$ cat config.mk
export PLATFORM = sky130hd
export DESIGN_NAME = instruction_fetch_stage_flat
export DESIGN_NICKNAME = d
export VERILOG_FILES = /design/src/rtl/instruction_fetch_stage_pkg.sv /design/src/rtl/instruction_fetch_stage_if.sv /design/src/rtl/instruction_fetch_stage_if_id_register.sv /design/src/rtl/instruction_fetch_stage.sv /design/src/flat_wrapper.sv
export SDC_FILE = /design/constraint.sdc
export NUM_CORES = 1
export LEC_CHECK = 0
export ABC_AREA = 1
export CORE_MARGIN = 2
export CORE_UTILIZATION = 50
export DETAILED_ROUTE_END_ITERATION = 8
export GPL_TIMING_DRIVEN = 1
export HOLD_SLACK_MARGIN = 0.02
export PLACE_DENSITY = 0.88
export SYNTH_ARGS = -nofsm -noshare
export SYNTH_HDL_FRONTEND = slang
export SYNTH_SLANG_ARGS = --single-unit
$ cat constraint.sdc
create_clock -name clk -period 2 [get_ports clk]
set_input_delay 0.3 -clock clk [delete_from_list [all_inputs] [get_ports clk]]
set_output_delay 0.3 -clock clk [all_outputs]
set_load 0.02 [all_outputs]
$ cat src/rtl/instruction_fetch_stage_pkg.sv
// Shared types and constants for the fetch stage.
// FSM state encoding, PC step and default bubble word.
package fetch_pkg;

  typedef enum logic [1:0] {
    FETCH,
    HOLD,
    DROP
  } state_t;

  localparam logic [31:0] PC_STEP     = 32'd4;
  localparam logic [31:0] NOP_DEFAULT = 32'h0000_0000;

endpackage

$ cat src/rtl/instruction_fetch_stage_if.sv
// Instruction-memory read bus.
// master: req/addr out, ack/rdata in; slave is the mirror.
interface instruction_fetch_stage_if;

  logic        req;
  logic [31:0] addr;
  logic        ack;
  logic [31:0] rdata;

  modport master (
    output req,
    output addr,
    input  ack,
    input  rdata
  );

  modport slave (
    input  req,
    input  addr,
    output ack,
    output rdata
  );

endinterface

$ cat src/rtl/instruction_fetch_stage_if_id_register.sv
// IF/ID pipeline register: instruction, pc+4 and valid.
// Ports: clk, rst (async low), en, flush, bubble, instr_in, pc_plus4_in.
module if_id_register
  import fetch_pkg::*;
#(
  parameter logic [31:0] NOP_INSTR = NOP_DEFAULT
) (
  input  logic        clk,
  input  logic        rst,
  input  logic        en,
  input  logic        flush,
  input  logic        bubble,
  input  logic [31:0] instr_in,
  input  logic [31:0] pc_plus4_in,
  output logic [31:0] instr,
  output logic [31:0] pc_plus4,
  output logic        valid
);

  always_ff @(posedge clk or negedge rst) begin
    if (!rst) begin
      instr    <= NOP_INSTR;
      pc_plus4 <= '0;
      valid    <= 1'b0;
    end else if (flush || (en && bubble)) begin
      instr    <= NOP_INSTR;
      pc_plus4 <= '0;
      valid    <= 1'b0;
    end else if (en) begin
      instr    <= instr_in;
      pc_plus4 <= pc_plus4_in;
      valid    <= 1'b1;
    end
  end

endmodule

$ cat src/rtl/instruction_fetch_stage.sv
// Fetch stage: PC, stall buffer, stale-response FSM, IF/ID register.
// Ports: clk, rst, load_enable, flush, redirect_pc, imem bus, fd_*, pc.
module instruction_fetch_stage
  import fetch_pkg::*;
#(
  parameter logic [31:0] RESET_PC  = 32'h0000_0000,
  parameter logic [31:0] NOP_INSTR = NOP_DEFAULT
) (
  input  logic        clk,
  input  logic        rst,
  input  logic        load_enable,
  input  logic        flush,
  input  logic [31:0] redirect_pc,
  instruction_fetch_stage_if.master imem,
  output logic [31:0] fd_instruction,
  output logic [31:0] fd_pc_plus4,
  output logic        fd_valid,
  output logic [31:0] pc
);

  state_t      state;
  state_t      state_nx;
  logic [31:0] pc_nx;
  logic [31:0] buf_q;
  logic [31:0] buf_nx;
  logic [31:0] drop_q;
  logic [31:0] drop_nx;
  logic        ld;
  logic        bub;
  logic        sq;
  logic [31:0] word;

  // Request is gated by reset so nothing leaves while in reset.
  assign imem.req  = rst & (state != HOLD);
  assign imem.addr = (state == DROP) ? drop_q : pc;

  always_ff @(posedge clk or negedge rst) begin
    if (!rst) begin
      state  <= FETCH;
      pc     <= RESET_PC;
      buf_q  <= '0;
      drop_q <= '0;
    end else begin
      state  <= state_nx;
      pc     <= pc_nx;
      buf_q  <= buf_nx;
      drop_q <= drop_nx;
    end
  end

  always_comb begin
    state_nx = state;
    pc_nx    = pc;
    buf_nx   = buf_q;
    drop_nx  = drop_q;
    ld       = 1'b0;
    bub      = 1'b0;
    sq       = 1'b0;
    word     = buf_q;
    if (flush) begin
      sq     = 1'b1;
      pc_nx  = redirect_pc & ~32'h3;
      buf_nx = '0;
      // An unacked request stays on the bus at its old address.
      if (state != HOLD && !imem.ack) begin
        state_nx = DROP;
        if (state == FETCH) drop_nx = pc;
      end else begin
        state_nx = FETCH;
      end
    end else begin
      unique case (state)
        FETCH: begin
          if (imem.ack && load_enable) begin
            ld    = 1'b1;
            word  = imem.rdata;
            pc_nx = pc + PC_STEP;
          end else if (imem.ack) begin
            buf_nx   = imem.rdata;
            state_nx = HOLD;
          end else if (load_enable) begin
            ld  = 1'b1;
            bub = 1'b1;
          end
        end
        HOLD: begin
          if (load_enable) begin
            ld       = 1'b1;
            pc_nx    = pc + PC_STEP;
            state_nx = FETCH;
          end
        end
        DROP: begin
          ld  = load_enable;
          bub = 1'b1;
          if (imem.ack) state_nx = FETCH;
        end
        default: state_nx = FETCH;
      endcase
    end
  end

  if_id_register #(
    .NOP_INSTR(NOP_INSTR)
  ) u_if_id (
    .clk        (clk),
    .rst        (rst),
    .en         (ld),
    .flush      (sq),
    .bubble     (bub),
    .instr_in   (word),
    .pc_plus4_in(pc + PC_STEP),
    .instr      (fd_instruction),
    .pc_plus4   (fd_pc_plus4),
    .valid      (fd_valid)
  );

endmodule

$ cat src/flat_wrapper.sv
// flat-port wrapper written by rule: the top's interface ports become plain ports
module instruction_fetch_stage_flat import fetch_pkg::*;
#(
  parameter logic [31:0] RESET_PC  = 32'h0000_0000,
  parameter logic [31:0] NOP_INSTR = NOP_DEFAULT
)
  (clk, rst, load_enable, flush, redirect_pc, fd_instruction, fd_pc_plus4, fd_valid, pc, imem_req, imem_addr, imem_ack, imem_rdata);
  instruction_fetch_stage_if imem_i ();
  input  logic clk;
  input  logic rst;
  input  logic load_enable;
  input  logic flush;
  input  logic [31:0] redirect_pc;
  output logic [31:0] fd_instruction;
  output logic [31:0] fd_pc_plus4;
  output logic fd_valid;
  output logic [31:0] pc;
  output wire logic [$bits(imem_i.req)-1:0] imem_req;
  output wire logic [$bits(imem_i.addr)-1:0] imem_addr;
  input wire logic [$bits(imem_i.ack)-1:0] imem_ack;
  input wire logic [$bits(imem_i.rdata)-1:0] imem_rdata;
  assign imem_req = imem_i.req;
  assign imem_addr = imem_i.addr;
  assign imem_i.ack = imem_ack;
  assign imem_i.rdata = imem_rdata;
  instruction_fetch_stage #(.RESET_PC(RESET_PC), .NOP_INSTR(NOP_INSTR)) u_core (.clk(clk), .rst(rst), .load_enable(load_enable), .flush(flush), .redirect_pc(redirect_pc), .imem(imem_i), .fd_instruction(fd_instruction), .fd_pc_plus4(fd_pc_plus4), .fd_valid(fd_valid), .pc(pc));
endmodule
# [After elaboration in Yosys (flattened, before gate mapping)]
# Index checks and enable logic that the tools add are counted.
[classes] add_sub_neg=1 eq_ne=9 mux=34 n_bitwise=1 n_reduce_logical=14
[ops] operator="2-to-1 mux 32 bit" n=15
[ops] operator="one-hot mux 32 bit (2 select lines)" n=1
[ops] operator="adder 32 x 3 -> 32 bit (second input constant)" n=1
[ops] operator="inequality test 3 bit (second input constant)" n=5
[ops] operator="2-to-1 mux 2 bit" n=6
[ops] operator="2-to-1 mux 1 bit" n=9
[ops] operator="AND reduction 3 bit" n=3
[ops] operator="one-hot mux 2 bit (3 select lines)" n=1
[ops] operator="nonzero test 2 bit" n=3
[ops] operator="AND reduction 4 bit" n=1
[ops] operator="logical AND 1 bit" n=3
[ops] operator="one-hot mux 1 bit (3 select lines)" n=1
[ops] operator="nonzero test 3 bit" n=1
[ops] operator="== test 2 x 1 -> 1 bit (second input constant)" n=1
[ops] operator="== test 2 bit (second input constant)" n=1
[ops] operator="logical NOT 2 bit" n=1
[ops] operator="inequality test 2 x 1 -> 1 bit (second input constant)" n=1
[ops] operator="inequality test 2 bit (second input constant)" n=1
[ops] operator="one-hot mux 1 bit (2 select lines)" n=1
[ops] operator="AND 1 bit" n=1
[ops] operator="logical NOT 1 bit" n=1
[ops] operator="logical OR 1 bit" n=1
[totals] register_bits=163 in_bits=69 word_cells=66

# [Depth between registers and ports, before layout]
# Gate-level depths: netlist (run 1).
[logic_depth] ltp_word=8 mapped_depth=11 mapped_depth_nobuf=10

# [Modules after synthesis]
# A second synthesis (run 1) with hierarchy kept.
[unflattened] hier_cells=1097 hier_area_um2=8378.0
[by_module_without_submodules] module="instruction_fetch_stage" instances=1 cells_per_inst=814 area_per_inst_um2=5546.6 seq_area_each_um2=2352.3
[by_module_without_submodules] module="if_id_register" instances=1 cells_per_inst=283 area_per_inst_um2=2831.5 seq_area_each_um2=1626.6

# [Worst setup path before layout (run 1)]
# OpenSTA, ideal clock, no wires.
[synth_timing] path_kind="register to output" from="register u_core.state[0]" to="output port imem_addr[10]" arrival_ns=1.437 slack_ns=0.263 stages_incl_launch_ff=6 path_buffers=2 path_cell_list="dfrtp_1 -> inv_1 -> ha_1 -> clkbuf_1 -> clkbuf_1 -> o21ai_0"
[synth_via] elab_chain_len=2
[synth_lines] item="from (decl)" line="instruction_fetch_stage.sv:21" source="state_t state;"
[synth_lines] item="from (signal assigned)" line="instruction_fetch_stage.sv:44" source="state <= state_nx;"
[synth_lines] item="== test 2 bit" line="instruction_fetch_stage.sv:35" source="assign imem.addr = (state == DROP) ? drop_q : pc;"
[synth_lines] item="2-to-1 mux 32 bit" line="instruction_fetch_stage.sv:35"
[synth_lines] item="to (decl)" line="flat_wrapper.sv:19" source="output wire logic [$bits(imem_i.addr)-1:0] imem_addr;"
# Every way passes these cells.

# [Worst setup path after layout (run 1)]
[layout_timing] from="register u_core.state[0]" to="output port imem_addr[11]"
# The elaborated chain is that of the path after synthesis.

==> key figures, run 1 <==
Setup path
  – Bufs and invs on worst path: 3
  – WS Path Type: flip-flop to output pin
  – WP data arrival: around 1.6 ns
  – Crit-path max FO: 19
  – CP startpoint: u_core.state[0]
  – Critical Path, Cell by Cell: inv_2, ha_4, buf_12, nand2_1, o21ai_1, buf_2
  – Worst Setup Start Kind: flip-flop
  – Slowest stage delay, CP: between 0.3 and 0.4 ns
  – Critical-path top delay cell: dfrtp_1
  – RR Startpoint: u_core.state[1]
  – Cell family with most CP delay: buffers and inverters
  – Req. time, crit path: 1.70 ns
  – Crit end category: output pin

Global route
  – Vias in the first global route: around 7400
  – Met3 Track Usage GR: ~6%
  – GRT Overall Usage: approximately 28%
  – GRT overflow: 0
  – Largest net degree at the start of global routing: 159
  – Global-route met2 utilization: approximately 45%
  – GR peak layer: met2
  – First-pass GRT wire length: 36300 um
  – Initial antenna violation count: 0
  – GR met1 Demand/Resource: roughly 36%

Clock tree
  – CTS tree: built
  – H-tree depth: 4
  – Root Buffer: clkbuf_16
  – Skew-Pair Late Insertion Delay: roughly 0.42 ns
  – Maximum clock path buffer count: 2
  – CTS Sinks: between 150 and 200
  – CTS Buf Count: 17
  – Clock transition at the registers of the reported paths: roughly 0.070 ns

Placed design
  – Post-DP HPWL: between 15000 and 20000 um
  – Gpl congestion: between 0.9 and 1
  – PortBufs: approximately 190
  – Post-Place Cells: ~1400
  – Post-Place Setup Slack: -0.0402 ns

Detailed routing
  – Wire length per cell: approximately 16 um
  – Drt drc: 0
  – Initial DRC count: roughly 740
  – Vias/cell: around 5.3
  – WL final: 22700 um
  – Detail Route Antenna Nets: 0
  – Routed via count: between 7000 and 8000
  – DRT Pass-1 Iters: 7

Synth
  – Synth area leaders: dfrtp_1, nand2_1, o21ai_0
  – Sequential share of the synthesized area: about half
  – Syn Inst Count: between 1000 and 1500
  – Flops & latches, synth: approximately 160
  – EDFF count, synth: 0
  – Top FF cell, synth: dfrtp_1
  – Count of cell types in the netlist: 28
  – Syn_area_per_cell: 7.54 um2
  – Share of the synthesized area in the top cell type: between 50% and 60%
  – Number of synthesis warnings: 0
  – Area leader, netlist: dfrtp_1
  – Post-Syn Area: a little under 8000 um2
  – FFs w/ async S/R, synth: 100%

Power
  – Part of the power in registers: 37.3%
  – Comb pwr share: 36.3%
  – P_leak: roughly 0.0052 uW
  – Internal: 7240 uW
  – Peak VDD IR: approximately 0.00059 V
  – Areal power density over the cells: between 1000 and 1500 nW/um2
  – Clock share of power: about a quarter
  – Net Sw Power: about 4500 uW
  – Sw Share: 38.4%

Timing
  – RSZ-0062 raised after global routing: true
  – Worst Clk Skew: approximately 0.0075 ns
  – Slew headroom: 44.5%
  – Final min period: between 1.5 and 2 ns
  – Worst slew pin tran: ~0.83 ns
  – Fin. Hold Viols: 0
  – WHS: between 0.05 and 0.06 ns
  – Setup-failing EPs final: 0
  – Final period util: 95.2%
  – Max Slew Vio Count: 0
  – Final setup margin: just under 0.1 ns
  – Max Clk Rate: approximately 0.53 GHz

Layout
  – Final-layout fill cell count: 1196
  – Area grow syn2layout: 34.7%
  – Final #Nets: 1310
  – Share of layout cells above drive strength 1: ~10%
  – Multi-input gate area: 3320 um2
  – Commonest non-fill, non-tap cells in the layout: nand2_1, clkdlybuf4s50_1, dfrtp_1
  – FF/Latch Area: about 4000 um2
  – Commonest non-fill, non-tap cell in the layout: nand2_1
  – Layout Cells excl Fill: around 1500
  – # diodes: 0

Floorplan
  – Starting density of the core: around 50%
  – Die span in y: 130 um
  – Core Region: about 15000 um2
  – Ports: roughly 200
  – Die ar.: ~17000 um2
  – Die W: about 130 um
  – Site Rows: 45

Run
  – Max-cap viol count: 0

Status
  – Status: completed

Min path
  – Worst Hold Class: primary input to async pin
-- repair_timing --
item / 4_1_cts / 5_1_grt
endpoints found under the setup margin: 30 / 65
gates resized for setup: 148 / 34
hold buffers: 0 / 0
buffers inserted: 2 / 1
cloned: 1 / 0
-- sequential cells by signal, indices dropped and copies added (netlist names) --
register                 cells
u_core.drop_q               30
u_core.state                 2
u_core.u_if_id.valid         1
u_core.pc                   30
u_core.u_if_id.instr        32
u_core.buf_q                32
u_core.u_if_id.pc_plus4     31
-- metrics by stage --
step | TNS [ns] | power [uW] | area [um2] | util, %
finish | 0 | 11800 | 10600 | 69.4
floorplan | 0 | 6660 | 7900 | -
global route | -0.0601 | 12400 | 10600 | 69.4
CTS | 0 | 11800 | 10700 | 69.6
global placement | -0.0250 | 8640 | 10100 | 66.1
detailed placement | -0.0676 | 8770 | 10100 | 66.1
-- synth_stat cells, types with 4 or more instances --
master / n
nor2_4: 7
inv_1: 97
o21ai_1: 5
buf_2: 15
o21ai_0: 145
clkbuf_1: 25
dfrtp_1: 158
buf_4: 10
ha_1: 6
nor2_1: 35
nand2_1: 436
o211ai_1: 10
xor2_1: 14
nor2_2: 4
nand3_1: 56
inv_2: 4
-- layout make-up --
| type | count | area share, % |
|---|---|---|
| Multi-Input combinational cell | 735 | 31.2 |
| Timing Repair Buffer | 222 | 20.2 |
| Clock buffer | 18 | 4.04 |
| Sequential cell | 158 | 37.2 |
| Tap cell | 211 | 2.48 |
| Clock inverter | 14 | 1.27 |
| Inverter | 101 | 3.57 |
-- power groups by stage --
stage,clock [uW],sequential (uW),combinational [uW]
2_1_floorplan,0,4680,1980
3_3_place_gp,0,4390,4260
3_5_place_dp,0,4410,4350
4_1_cts,3140,4370,4270
5_1_grt,3290,4450,4630
6_report,3100,4380,4270
-- routing by layer --
metal,share of wire (%),vias to the layer above,wire [um]
met3,8.5,72,1930
met2,48,393,10800
met5,0,-,0
met4,3.4,0,766
met1,41,3612,9200
li1,-,3632,-
-- worst paths after layout --
check | to | slack [ns] | cells after the start
worst max-delay path | imem_addr[11] | 0.1 | 6
worst min-delay path | u_core.u_if_id.pc_plus4[14] | 0.05 | 2
worst max register to register | u_core.pc[25] | 0.14 | 10
worst min register to register | u_core.u_if_id.instr[13] | 0.48 | 2
max in group asynchronous | u_core.buf_q[11] | 1.34 | 2
min in group clk | u_core.buf_q[4] | 0.45 | 3
-- worst reg2reg max path, delay by kind of cell, from the launching register on --
| kind | cells | cell delay (ns) |
|---|---|---|
| AO/OA/AOI/OAI | 2 | 0.36 |
| buffers and inverters | 4 | 0.54 |
| flip-flops | 1 | 0.41 |
| AND/OR/NAND/NOR | 3 | 0.25 |
| adder cells (fa/ha/maj) | 1 | 0.23 |
-- kinds of logic (layout without fill, tap and decap cells) --
kind of cell	count (synthesis)	after routing	share of synthesized area, %
buffers and inverters	157	355	8.39
XOR/XNOR	15	15	1.76
adder cells (fa/ha/maj)	6	6	0.951
other	1	4	0.0475
flip-flops	158	158	50.1
AO/OA/AOI/OAI	162	162	10.6
AND/OR/NAND/NOR	548	548	28.2
Note: power is estimated with default switching activity, not from simulation.
==> inputs of run 2 (changes only) <==
Settings changed: ABC_AREA 1 to unset, CORE_UTILIZATION 50 to 49, PLACE_DENSITY 0.88 to 0.87.
==> run 2 against run 1 <==
  * The flow now finishes with violations (negative hold slack, negative setup slack)
  * Largest power group unchanged
  * Via count is 13% lower
  * Design area is 10% higher
  * Synthesized cell count is 31% lower
  * Clock-buffer cell count stayed put
  * Routed wire length is 9.6% higher
  * Worst hold slack worse by 0.12 ns
  * Global-route usage is 1.0 points higher
  * Highest routed layer unchanged
  * Power is 7.3% lower
  * Critical path depth is 1 higher
==> key figures, run 2 <==
Clock tree
  – Clock transition at the registers of the reported paths: roughly 0.070 ns
  – CTS Buf Count: 17
  – CTS Sinks: around 160
  – Maximum clock path buffer count: 2
  – H-tree depth: 4
  – CTS tree: built
  – Root Buffer: clkbuf_16
  – Skew-Pair Late Insertion Delay: 0.43 ns

Setup path
  – WP data arrival: approximately 2.7 ns
  – Crit end category: flip-flop
  – Crit-path max FO: 12
  – Slowest stage delay, CP: between 0.5 and 0.6 ns
  – Critical-path top delay cell: or4_4
  – Critical Path, Cell by Cell: buf_6, ha_2, or3_4, or4_4, buf_12, clkbuf_16, o21ai_2
  – Bufs and invs on worst path: 3
  – Worst Setup Start Kind: flip-flop
  – Cell family with most CP delay: simple AND/OR/NAND/NOR gates
  – Req. time, crit path: roughly 2.4 ns
  – WS Path Type: flip-flop to flip-flop

Min path
  – Worst Hold Class: primary input to async pin

Synth
  – Xor/xnor cell area share of the yosys netlist: roughly 6.6%
  – Syn Inst Count: approximately 720
  – Share of the synthesized area in the top cell type: between 50% and 60%
  – Flops & latches, synth: about 160
  – Largest family of logic cells by synthesized area: simple AND/OR/NAND/NOR gates
  – Post-Syn Area: 7610 um2
  – Syn_area_per_cell: around 11 um2
  – Synth Area in Adders: 0.987%
  – EDFF count, synth: 0
  – Synth area leaders: dfrtp_1, mux2_2, o21ai_0
  – Area leader, netlist: dfrtp_1
  – Top cells by count, synth: dfrtp_1, nand2_1, o21ai_0, mux2_2, clkbuf_1
  – Most common cell in the synthesized netlist: dfrtp_1
  – FFs w/ async S/R, synth: 100%
  – Top FF cell, synth: dfrtp_1
  – Sequential share of the synthesized area: between 50 and 60%
  – Synth Area in Compound Gates: approximately a tenth
  – Count of cell types in the netlist: 36
  – Multiplexer share of the synthesized area: about 13%
  – Synth Area in Simple Gates: about an eighth
  – Number of synthesis warnings: 0

Layout
  – Share of layout cells above drive strength 1: a little under a third
  – Area grow syn2layout: 53.9%
  – Final #Nets: about 1000
  – Layout Cells excl Fill: between 1000 and 1500
  – Final core utilization: between 70% and 80%
  – Largest registers: u_core.buf_q x32, u_core.u_if_id.instr x32, u_core.u_if_id.pc_plus4 x31
  – Commonest non-fill, non-tap cell in the layout: clkdlybuf4s50_1
  – # diodes: 0
  – Commonest non-fill, non-tap cells in the layout: clkdlybuf4s50_1, dfrtp_1, nand2_1

Timing
  – Final setup margin: -0.325 ns
  – Setup_tns: -24.00 ns
  – Final min period: between 2 and 2.5 ns
  – Slew headroom: between 30% and 40%
  – Max Clk Rate: 0.430 GHz
  – Setup-failing EPs final: 96
  – Fin. Hold Viols: 20
  – RSZ-0062 raised after global routing: true
  – Worst slew pin tran: just over 0.9 ns
  – Max Slew Vio Count: 0
  – Worst Clk Skew: between 0.01 and 0.015 ns
  – Final period util: 116%
  – WHS: -0.0664 ns

Global route
  – GRT Overall Usage: approximately 29%
  – GRT overflow: 0
  – Vias in the first global route: 6810
  – Largest net degree at the start of global routing: 159
  – First-pass GRT wire length: 36100 um
  – Initial antenna violation count: 0

Floorplan
  – Site Rows: 45
  – Die W: roughly 130 um
  – Die ar.: ~17000 um2
  – Core Region: about 15000 um2
  – Die span in y: roughly 130 um
  – Ports: 199
  – Starting density of the core: roughly 50%

Power
  – P_leak: around 0.0052 uW
  – Areal power density over the cells: roughly 930 nW/um2
  – Tot Pwr: about 11000 uW
  – Peak VDD IR: 0.000773 V

Detailed routing
  – Detail Route Antenna Nets: 0
  – Vias/cell: 5.75
  – Routed via count: 6695
  – Drt drc: 0
  – Wire length per cell: between 20 and 25 um
  – WL final: approximately 25000 um
  – DRT Pass-1 Iters: 5
  – Initial DRC count: roughly 500

Run
  – Max-cap viol count: 0

Placed design
  – Post-Place Cells: around 1100
  – Post-DP HPWL: around 14000 um
  – PortBufs: between 150 and 200
  – Gpl congestion: 0.857

Status
  – Status: complete, but fails checks
  – Failing checks: negative hold slack, negative setup slack
==> run 2: routing by layer <==
metal  global-route usage (%)  wire, um  vias up
li1                         -         -     2981
met1                     34.5      9590     3343
met2                     48.2     12500      301
met3                     8.32      1870       70
met4                     12.5       883        0
met5                        0         0        -
==> run 2: power by group <==
part           internal [uW]  total (uW)  switching [uW]
Sequential              3690        4040             347
Combinational           1850        3540            1680
Clock                   1900        3330            1430
==> run 2: logic make-up (layout without fill, tap and decap cells) <==
kind of cell	after synthesis	in the layout
mux	90	90
xor+xnor	57	57
buf+inv	69	321
compound gates	133	133
flops	158	158
other cells	1	4
fa+ha+maj	6	6
simple gates	207	207
==> run 2: worst register-to-register path, delay by kind of cell, from the launching register on <==
family | cells | cell delay (ns)
adder cells (fa/ha/maj) | 1 | 0.18
AO/OA/AOI/OAI | 1 | 0.14
AND/OR/NAND/NOR | 2 | 0.98
flip-flops | 1 | 0.43
buffers and inverters | 3 | 0.52
==> run 2: area by class of cell <==
cell class	instances	area (um2)
Clock buffer	18	439
Clock inverter	14	156
Inverter	8	30.0
Timing Repair Buffer	281	3000
Fill cell	911	3490
Sequential cell	158	3960
Multi-Input combinational cell	497	3890
Tap cell	188	235
==> run 2: what timing repair did <==
| item | CTS | global route |
|---|---|---|
| pin swaps | 7 | 27 |
| resized for setup | 304 | 101 |
| setup buffers | 9 | 11 |
| endpoints found under the setup margin | 110 | 128 |
| hold buffers | 0 | 0 |
| cloned | 7 | 3 |
==> run 2: worst paths after layout <==
check / cells after the start / start / endpoint / slack (ns)
hold / removal: 2 / rst / u_core.u_if_id.instr[3] / -0.07
setup reg to reg: 7 / u_core.state[0] / u_core.u_if_id.pc_plus4[27] / -0.32
setup / recovery: 7 / u_core.state[0] / u_core.u_if_id.pc_plus4[27] / -0.32
hold reg to reg: 2 / u_core.u_if_id.instr[15] / u_core.u_if_id.instr[15] / 0.49
min in group clk: 3 / redirect_pc[31] / u_core.pc[31] / 0.42
max in group asynchronous: 2 / rst / u_core.pc[6] / 1.27
==> run 2: per-stage QoR <==
stage | worst slack, ns | cell area (um2)
CTS | -0.188 | 11300
floorplan | -0.0178 | 7720
global route | -0.350 | 11700
detailed placement | -0.442 | 10200
global placement | -0.335 | 10200
finish | -0.325 | 11700
